`src/rtl/branch_predictor_pkg.sv`:
```
// Shared branch predictor types: counter encodings and the table entry layout.
// Entries are sized for the widest supported PC; narrower instances zero-extend.
package branch_predictor_pkg;

    localparam int BP_MAX_DWIDTH = 32;
    localparam int BP_MAX_TAGW   = BP_MAX_DWIDTH - 3;   // smallest table (2 entries) has the widest tag

    localparam logic [1:0] BP_STRONG_NT = 2'b00;
    localparam logic [1:0] BP_WEAK_NT   = 2'b01;
    localparam logic [1:0] BP_WEAK_T    = 2'b10;
    localparam logic [1:0] BP_STRONG_T  = 2'b11;

    typedef struct packed {
        logic                     valid;
        logic [BP_MAX_TAGW-1:0]   tag;
        logic [BP_MAX_DWIDTH-1:0] target;
        logic [1:0]               ctr;
    } bp_entry_t;

endpackage

```
`src/rtl/branch_predictor_sat_counter2.sv`:
```
// Next-state for a 2-bit saturating taken/not-taken counter.
module sat_counter2
    import branch_predictor_pkg::*;
(
    input  logic [1:0] ctr,
    input  logic       taken,
    output logic [1:0] ctr_next
);

    always_comb begin
        ctr_next = ctr;
        if (taken) begin
            if (ctr != BP_STRONG_T) ctr_next = ctr + 2'd1;
        end else begin
            if (ctr != BP_STRONG_NT) ctr_next = ctr - 2'd1;
        end
    end

endmodule

```
`src/rtl/branch_predictor.sv`:
```
// Direct-mapped fetch predictor: same-cycle lookup, trained by execute-stage
// resolves, with a registered one-cycle mispredict/redirect back to fetch.
module branch_predictor
    import branch_predictor_pkg::*;
#(
    parameter int DWIDTH  = 32,
    parameter int ENTRIES = 16
) (
    input  logic              clk,
    input  logic              reset,
    input  logic [DWIDTH-1:0] fetch_pc_i,
    output logic              pred_taken_o,
    output logic [DWIDTH-1:0] pred_target_o,
    input  logic              resolve_valid_i,
    input  logic [DWIDTH-1:0] resolve_pc_i,
    input  logic              resolve_taken_i,
    input  logic [DWIDTH-1:0] resolve_target_i,
    input  logic              resolve_pred_taken_i,
    input  logic [DWIDTH-1:0] resolve_pred_target_i,
    output logic              mispredict_o,
    output logic [DWIDTH-1:0] redirect_pc_o,
    output logic [31:0]       branch_count_o,
    output logic [31:0]       mispredict_count_o
);

    localparam int IDXW = $clog2(ENTRIES);
    localparam int TAGW = DWIDTH - IDXW - 2;

    bp_entry_t tbl [ENTRIES];

    logic [IDXW-1:0] f_idx, r_idx;
    logic [TAGW-1:0] f_tag, r_tag;
    bp_entry_t       f_ent, r_ent;
    logic            f_hit, r_hit, mispredict;
    logic [1:0]      ctr_next;

    // Byte-offset bits never select an entry.
    logic unused_pc_lsbs;
    assign unused_pc_lsbs = ^{fetch_pc_i[1:0], resolve_pc_i[1:0]};

    assign f_idx = fetch_pc_i[IDXW+1:2];
    assign f_tag = fetch_pc_i[DWIDTH-1:IDXW+2];
    assign r_idx = resolve_pc_i[IDXW+1:2];
    assign r_tag = resolve_pc_i[DWIDTH-1:IDXW+2];

    assign f_ent = tbl[f_idx];
    assign r_ent = tbl[r_idx];
    assign f_hit = f_ent.valid && (f_ent.tag == BP_MAX_TAGW'(f_tag));
    assign r_hit = r_ent.valid && (r_ent.tag == BP_MAX_TAGW'(r_tag));

    assign pred_taken_o  = f_hit && f_ent.ctr[1];
    assign pred_target_o = pred_taken_o ? f_ent.target[DWIDTH-1:0]
                                        : fetch_pc_i + DWIDTH'(4);

    // Predicted target only matters when the branch actually went taken.
    assign mispredict = (resolve_taken_i != resolve_pred_taken_i) ||
                        (resolve_taken_i && (resolve_target_i != resolve_pred_target_i));

    sat_counter2 u_ctr (
        .ctr      (r_ent.ctr),
        .taken    (resolve_taken_i),
        .ctr_next (ctr_next)
    );

    always_ff @(posedge clk) begin
        if (reset) begin
            for (int i = 0; i < ENTRIES; i++) begin
                tbl[i].valid  <= 1'b0;
                tbl[i].tag    <= '0;
                tbl[i].target <= '0;
                tbl[i].ctr    <= BP_WEAK_NT;
            end
            mispredict_o       <= 1'b0;
            redirect_pc_o      <= '0;
            branch_count_o     <= '0;
            mispredict_count_o <= '0;
        end else begin
            mispredict_o <= 1'b0;
            if (resolve_valid_i) begin
                branch_count_o <= branch_count_o + 32'd1;
                if (mispredict) begin
                    mispredict_o       <= 1'b1;
                    redirect_pc_o      <= resolve_taken_i ? resolve_target_i
                                                          : resolve_pc_i + DWIDTH'(4);
                    mispredict_count_o <= mispredict_count_o + 32'd1;
                end
                if (r_hit) begin
                    tbl[r_idx].ctr <= ctr_next;
                    if (resolve_taken_i) tbl[r_idx].target <= BP_MAX_DWIDTH'(resolve_target_i);
                end else if (resolve_taken_i) begin
                    tbl[r_idx].valid  <= 1'b1;
                    tbl[r_idx].tag    <= BP_MAX_TAGW'(r_tag);
                    tbl[r_idx].target <= BP_MAX_DWIDTH'(resolve_target_i);
                    tbl[r_idx].ctr    <= BP_WEAK_T;
                end
            end
        end
    end

endmodule

```
`config.mk`:
```
export PLATFORM = sky130hd
export DESIGN_NAME = branch_predictor
export DESIGN_NICKNAME = d
export VERILOG_FILES = /design/src/rtl/branch_predictor_pkg.sv /design/src/rtl/branch_predictor_sat_counter2.sv /design/src/rtl/branch_predictor.sv
export SDC_FILE = /design/constraint.sdc
export NUM_CORES = 2
export LEC_CHECK = 0
export CORE_MARGIN = 2
export CORE_UTILIZATION = 50
export CTS_CLUSTER_SIZE = 8
export DETAILED_ROUTE_END_ITERATION = 8
export HOLD_SLACK_MARGIN = 0.08
export PLACE_DENSITY = 0.68
export SYNTH_ARGS = -nofsm -noshare
export SYNTH_HDL_FRONTEND = slang
export SYNTH_SLANG_ARGS = --single-unit
```
`constraint.sdc`:
```
create_clock -name clk -period 19.3 [get_ports clk]
set_clock_uncertainty 0.15 [all_clocks]
set_input_delay 4.825 -clock clk [delete_from_list [all_inputs] [get_ports clk]]
set_output_delay 4.825 -clock clk [all_outputs]
set_load 0.1 [all_outputs]
```
---- After elaboration in Yosys (flattened, before gate mapping) ----
Memory sizes are Yosys's and may differ from the RTL's.
Index checks and enable logic that the tools add are counted.
operators by class
  muxes and demuxes ....................... 26
  order comparisons ....................... 0
  div/mod/pow operators ................... 0
  $mul .................................... 0
  shifts and indexed selects .............. 0
  add/subtract/negate cells ............... 6
  bitwise logic cells ..................... 3
  equality and inequality tests ........... 5
  reductions and logical operators ........ 9
operators with widths
  kind                                               number
  two-way mux 32 bit                                 3
  adder 32 x 1 -> 32 bit (second input constant)     2
  adder 32 x 3 -> 32 bit (second input constant)     2
  two-way mux 61 bit                                 1
  OR reduction 61 bit                                1
  == test 29 x 26 -> 1 bit                           2
  inequality test 32 bit                             1
  two-way mux 1 bit                                  16
  two-way mux 2 bit                                  4
  logical AND 1 bit                                  4
  two-way mux 4 bit                                  1
  two-way mux 3 bit                                  1
  adder 2 x 1 -> 2 bit (second input constant)       1
  inequality test 2 bit (second input constant)      1
  OR 1 bit                                           2
  AND reduction 2 bit                                1
  nonzero test 2 bit                                 1
  OR reduction 2 bit                                 1
  subtractor 2 x 1 -> 2 bit (second input constant)  1
  logical OR 1 bit                                   1
  inequality test 1 bit                              1
  NOT 1 bit                                          1
word-level totals
  memories ................................ 1
  RAM bits ................................ 976
  output and inout bits ................... 130
  input bits .............................. 133
  logic and storage cells ................. 54
  flip-flop bits (word level) ............. 97
  latch bits .............................. 0
  ROM bits ................................ 0
memory list
  memory  depth  bits a word  rd ports  clocked after Yosys merged registers in  write ports  line                    source
  tbl     16     61           2         0                                        16           branch_predictor.sv:29  bp_entry_t tbl [ENTRIES];

---- Depth between registers and ports, before layout ----
An unclocked memory read counts as a cell.
  depth after elaboration ................. 10
  depth in mapped cells ................... 16
  mapped depth without buffers ............ 8

---- Cells and area by module ----
A second synthesis with hierarchy kept.
unflattened totals
  cell total of the unflattened synthesis .. 3938
  area total of the unflattened synthesis .. 54832.6 µm²
by module, submodules not included
  module            times used  seq. area each (µm²)  cells each  area each (µm²)
  branch_predictor  1           31089.8               3935        54806.3
  sat_counter2      1           0.0                   3           26.3

---- Worst setup path before layout ----
Ideal clock, no wire load.
  path type ............................... input to output
  start point ............................. in fetch_pc_i[2]
  end point ............................... out pred_taken_o
  arrival ................................. 10071 ps
  stages on the path ...................... 11
  buffers on the path ..................... 4
  path slack .............................. 4254 ps
  path through ............................ buf_2 > buf_2 > buf_2 > buf_2 > mux4_2 > a211oi_1 > a21oi_1 > xor2_1 > nor4_1 > nand2_1 > nor4_1
on the way
  longest elaborated chain between the ends .. 4
RTL lines
  item                      line                    source
  start: declaration        branch_predictor.sv:11  input logic [DWIDTH-1:0] fetch_pc_i,
  memory (16 x 61 bit) *    -
  == test 29 x 26 -> 1 bit  branch_predictor.sv:48  assign f_hit = f_ent.valid && (f_ent.tag == BP_MAX_TAGW'(f_tag));
  logical AND 1 bit         branch_predictor.sv:48
  logical AND 1 bit *       branch_predictor.sv:51  assign pred_taken_o = f_hit && f_ent.ctr[1];
  end: declaration          branch_predictor.sv:12  output logic pred_taken_o,
Mark *: on every way between the ends. The rest lies on a longest branch, timed or not.

---- Worst setup path after layout ----
  start point ............................. in fetch_pc_i[2]
  end point ............................... out pred_target_o[15]
on the way
  longest elaborated chain between the ends .. 5
RTL lines
  item                      line                    source
  memory (16 x 61 bit)      -
  == test 29 x 26 -> 1 bit  branch_predictor.sv:48
  logical AND 1 bit         branch_predictor.sv:48
  logical AND 1 bit         branch_predictor.sv:51
  two-way mux 32 bit *      branch_predictor.sv:52  assign pred_target_o = pred_taken_o ? f_ent.target[DWIDTH-1:0]
  end: declaration          branch_predictor.sv:13  output logic [DWIDTH-1:0] pred_target_o,
Marks and branches as above.

==> results.env <==
HP-CLASS='reg -> reg'
HORIZONTAL_DIE_DIMENSION_UM=335.3
CTS_HTREE_LEVELS=4
ROUTABILITYCONGESTION=0.8830
YS_SEQ_ELEMENTS=1073
MAX-VDD-IR-DROP_V=0.00007132
IO_COUNT=263
POST_CTS_BUFFERS=0
CTS.ROOT.BUFFER_CELL='sky130_fd_sc_hd__clkbuf_16'
DETAIL_ROUTE.DRC_VIOLATIONS=0
CRITPATHMOSTFREQUENTCELL='sky130_fd_sc_hd__mux4_2'
FINAL-MAX-SLEW-VIOLATION-COUNT=0
LARGEST_FAMILY_OF_LOGIC_CELLS_BY_SYNTHESIZED_AREA='multiplexers'
CTS_MADE_BUFFERS=152
YOSYSSEQAREASHARE_PCT=56.66
CRIT_BUF_INV=4
ASYNC_FLOP_SHARE_PCT=0
SYNTH_MOST_COMMON_CELL='sky130_fd_sc_hd__edfxtp_1'
CTS_BUFFER_DEPTH=3
P_TOTAL_W=0.005854
POWER.LEAKAGE_nW=23.23
REG_TO_REG_SETUP_TIMING_SLACK_NS=13.00
COMPOUND_GATE_PORTION_OF_THE_SYNTHESIZED_AREA_PCT=2.878
ROWS=121
REG2REGPATHDEPTH=11
WL_PER_CELL_UM=33.75
VIAS_PER_CELL=6.707
RSZ_0062_RAISED_AFTER_GLOBAL_ROUTING='false'
FLOORPLAN.DIE.HEIGHT_UM=335.3
POWER_SWITCHING_W=0.001482
GRT_USAGE_PCT=33.48
TRITONCTS='done'
DRV.MAX_CAP_VIOLATION_COUNT=0
SYNTH.TOP_CELL.AREA_SHARE_PCT=52.54
POST_SYNTH_AND_OR_NAND_NOR_AREA_FRACTION_PCT=15.36
R2R_END='tbl[1][50]'
SHARE_OF_SYNTHESIZED_CELL_AREA_IN_FULL_ADDER_HALF_ADDER_AND_MAJORITY_CELLS_PCT=0.1779
SHARE_CLK_OF_TOTAL_POWER_PCT=42.2
CLK-INSERTION-DELAY-LATE_NS=0.76
ANTENNA_VIOLATING_NETS_POST_ROUTE=0
NET_COUNT_FINAL=4225
SETUP_TOTAL_NEGATIVE_SLACK_NS=0
LAYOUT_WORST_PATH_CYCLE_SHARE_PCT=80.13
CRITPATHKIND='in -> out'
VIA_COUNT_OF_THE_FIRST_GLOBAL_ROUTING_PASS=36500
P_PER_AREA_nW_PER_UM2=93.00
YS_DOMINANT_REG_CELL='sky130_fd_sc_hd__edfxtp_1'
HOLD_VIOL=0
WORST_SETUP_HOLD_PATH_CLK_SLEW_NS=0.05
CTS_HOLD_REPAIR.BUFFERS=0
DPL.CELL_COUNT=5345
STDCELL_COUNT=5583
YS_WARN_COUNT=0
FP.COREAREA_SQ_UM=108900
NUMBER_OF_ANTENNA_VIOLATIONS_AT_THE_FIRST_CHECK_IN_GLOBAL_ROUTING=20
WORST_MIN_DELAY_PATH_STARTPOINT='mispredict_count_o[31]'
LAYOUT_MIN_CYCLE_TIME_NS=15.47
LARGEST_NET_DEGREE_AT_THE_START_OF_GLOBAL_ROUTING=126
SHARE_SEQ_OF_TOTAL_POWER_PCT=46.2
FIRST_PASS_GRT_WIRE_LENGTH_MM=267.2
POST_CTS.RESIZED_INSTANCES=0
DELAY_HEAVIEST_FAMILY_CP='buffers and inverters'
CP.REQUIRED_NS=14.33
IO_BUFFER_COUNT=262
GLOBAL_ROUTE.OVERFLOW_TOTAL=0
AREA_OF_THE_DIE_SQ_UM=112400
INTERNAL_POWER_W=0.004371
SYNTH.NET_COUNT=4133
ACHIEVABLE-FREQUENCY_MHz=64.66
SYN-MEAN-INSTANCE-AREA_SQ_UM=13.74
SYNTH.DISTINCT_CELLS=61
CRITICAL_PATH_PEAK_FANOUT=111
POST_SYNTHESIS_MUX_AREA_SHARE_PCT=18.44
CRIT_ARRIVAL_NS=10.49
FINAL_CORE_UTIL_PCT=57.82
POST-SYNTH-TOP-AREA-CELL='sky130_fd_sc_hd__edfxtp_1'
SETUP_VIOL=0
WORSTPATHCELLLIST='buf_8 > buf_12 > mux4_2 > mux4_2 > xor2_1 > or4bb_1 > nor4b_4 > buf_4 > mux2_2 > clkdlybuf4s50_1'
CTS.SINKS=1073
INITIAL_CORE_UTIL_PCT=50.41
CRITPATHMAXSTAGEDELAY_NS=1.14
NUM_VIAS=37450
SYNTH_COMMONEST_CELLS='960 x sky130_fd_sc_hd__edfxtp_1, 524 x sky130_fd_sc_hd__and2_1, 444 x sky130_fd_sc_hd__and3_1'
DETAILED_PLACE_HPWL_MM=104.6
WHS_PATH_DEPTH=2
FRACTION_OF_POWER_SPENT_SWITCHING_NETS_PCT=25.32
WORSTHOLDENDPOINT='mispredict_count_o[31]'
SLOWEST_STAGE_CELL_CRIT_PATH='sky130_fd_sc_hd__clkdlybuf4s50_1'
SYN_TO_FINAL_GROWTH_PCT=14.70
WORST_SETUP_PATH_START_KIND='input port'
SYNTH.TOP_CELLS.BY_AREA='sky130_fd_sc_hd__edfxtp_1 53%, sky130_fd_sc_hd__mux4_2 15%, sky130_fd_sc_hd__and2_1 6.0%, sky130_fd_sc_hd__and3_1 5.1%, sky130_fd_sc_hd__dfxtp_1 4.1%'
COUNT_OF_ROUTING_VIOLATIONS_AFTER_THE_OPENING_DETAILED_ROUTE_ITERATION=6260
POST_SYNTH_INSTANCE_AREA_SQ_UM=54870
SETUP.WORST_PATH.END_CLASS='output pin'
MAXSLEWHEADROOM_PCT=15.32
REGTOREGSTARTPOINT='tbl[11][60]'
FINALWIRELENGTH_MM=188.4
COMBINATIONALPOWERSHARE_PCT=11.6
SYNTH_EDF_COUNT=960
DETAIL_ROUTE.FIRST_PASS.ITERATIONS=6
CELLS_AFTER_SYNTH=3993
WORSTMARGINPINSLEW_NS=1.270
OUTCOME='finished clean'
PROPORTION_OF_LAYOUT_CELLS_WITH_A_DRIVE_SUFFIX_ABOVE_1_PCT=17.37
SYNTH_XOR_XNOR_AREA_SHARE_PCT=3.160
==> registers in the layout, indices dropped and copies added, names as in the netlist <==
register / flops
branch_count_o: 32
mispredict_count_o: 32
mispredict_o: 1
redirect_pc_o: 32
tbl: 976
==> through the flow <==
stage                     worst slack [ns]  area (sq um)  hold slack, ns
final                                3.835         62940          0.3382
after global placement               3.923         58600          0.3097
after floorplan                      4.254         54870          0.3099
after detailed placement             3.845         58600          0.3256
after CTS                            3.837         62930          0.3376
after global routing                 3.573         62930          0.3571
==> layout make-up <==
type / instances / area [sq um]
diodes: 6 / 15.01
well taps: 1414 / 1769
multi-input cells: 2462 / 22200
inverters: 29 / 108.9
clock inverters: 13 / 195.2
clock buffers: 219 / 4129
flip-flops and latches: 1073 / 31090
repair buffers: 367 / 3432
fillers: 8381 / 45910
==> worst reg2reg max path, stage by stage, from the launching register on <==
cell and delay [ns]:
sky130_fd_sc_hd__dfxtp_1 0.33, sky130_fd_sc_hd__mux4_2 0.49, sky130_fd_sc_hd__mux2i_1 0.57, sky130_fd_sc_hd__a211oi_1 0.20, sky130_fd_sc_hd__a31oi_1 0.74, sky130_fd_sc_hd__nor4bb_4 0.10
sky130_fd_sc_hd__buf_4 0.25, sky130_fd_sc_hd__nand2_8 0.44, sky130_fd_sc_hd__buf_4 0.93, sky130_fd_sc_hd__buf_4 0.91, sky130_fd_sc_hd__a21o_1 0.21, sky130_fd_sc_hd__buf_4 0.57
==> cell families (layout without fill, tap and decap cells) <==
family,Yosys count,after routing
simple gates,1455,1455
other cells,0,6
flops,1073,1073
xor+xnor,198,198
fa+ha+maj,8,8
buf+inv,458,628
compound gates,237,237
mux,564,564
==> placed cells by master, fill, tap and decap left out, drive strengths merged, types with 58 or more instances in the layout <==
master           n
clkdlybuf4s50  252
mux2i          175
o21ai           58
edfxtp         960
xor2           103
clkbuf         219
dfxtp          113
mux4           354
nand2          121
and3           444
xnor2           95
buf            115
nand3           68
nor2           142
and2           524
==> per-layer routing <==
metal / share of wire [%] / global-route usage, %
met4: 3.7 / 11.67
met1: 37 / 46.78
met3: 15 / 10.49
met5: 0.044 / 0
met2: 44 / 49.64
==> how the worst max path moves through the flow <==
stage,from,to,slack [ns],cells past startpoint
4_1_cts,fetch_pc_i[2],pred_target_o[15],3.84,10
2_1_floorplan,fetch_pc_i[2],pred_taken_o,4.25,11
3_3_place_gp,fetch_pc_i[2],pred_target_o[15],3.92,10
3_5_place_dp,fetch_pc_i[2],pred_target_o[15],3.84,10
6_report,fetch_pc_i[2],pred_target_o[15],3.83,10
5_1_grt,fetch_pc_i[2],pred_target_o[2],3.57,12
==> power by group through the flow <==
stage / Sequential (W) / Clock (W) / Combinational (W)
3_5_place_dp: 0.00275 / 0 / 0.000660
5_1_grt: 0.00271 / 0.00257 / 0.000696
6_report: 0.00271 / 0.00247 / 0.000676
3_3_place_gp: 0.00274 / 0 / 0.000656
4_1_cts: 0.00270 / 0.00248 / 0.000663
2_1_floorplan: 0.00276 / 0 / 0.000385
Power figures use the tool's default switching activity.
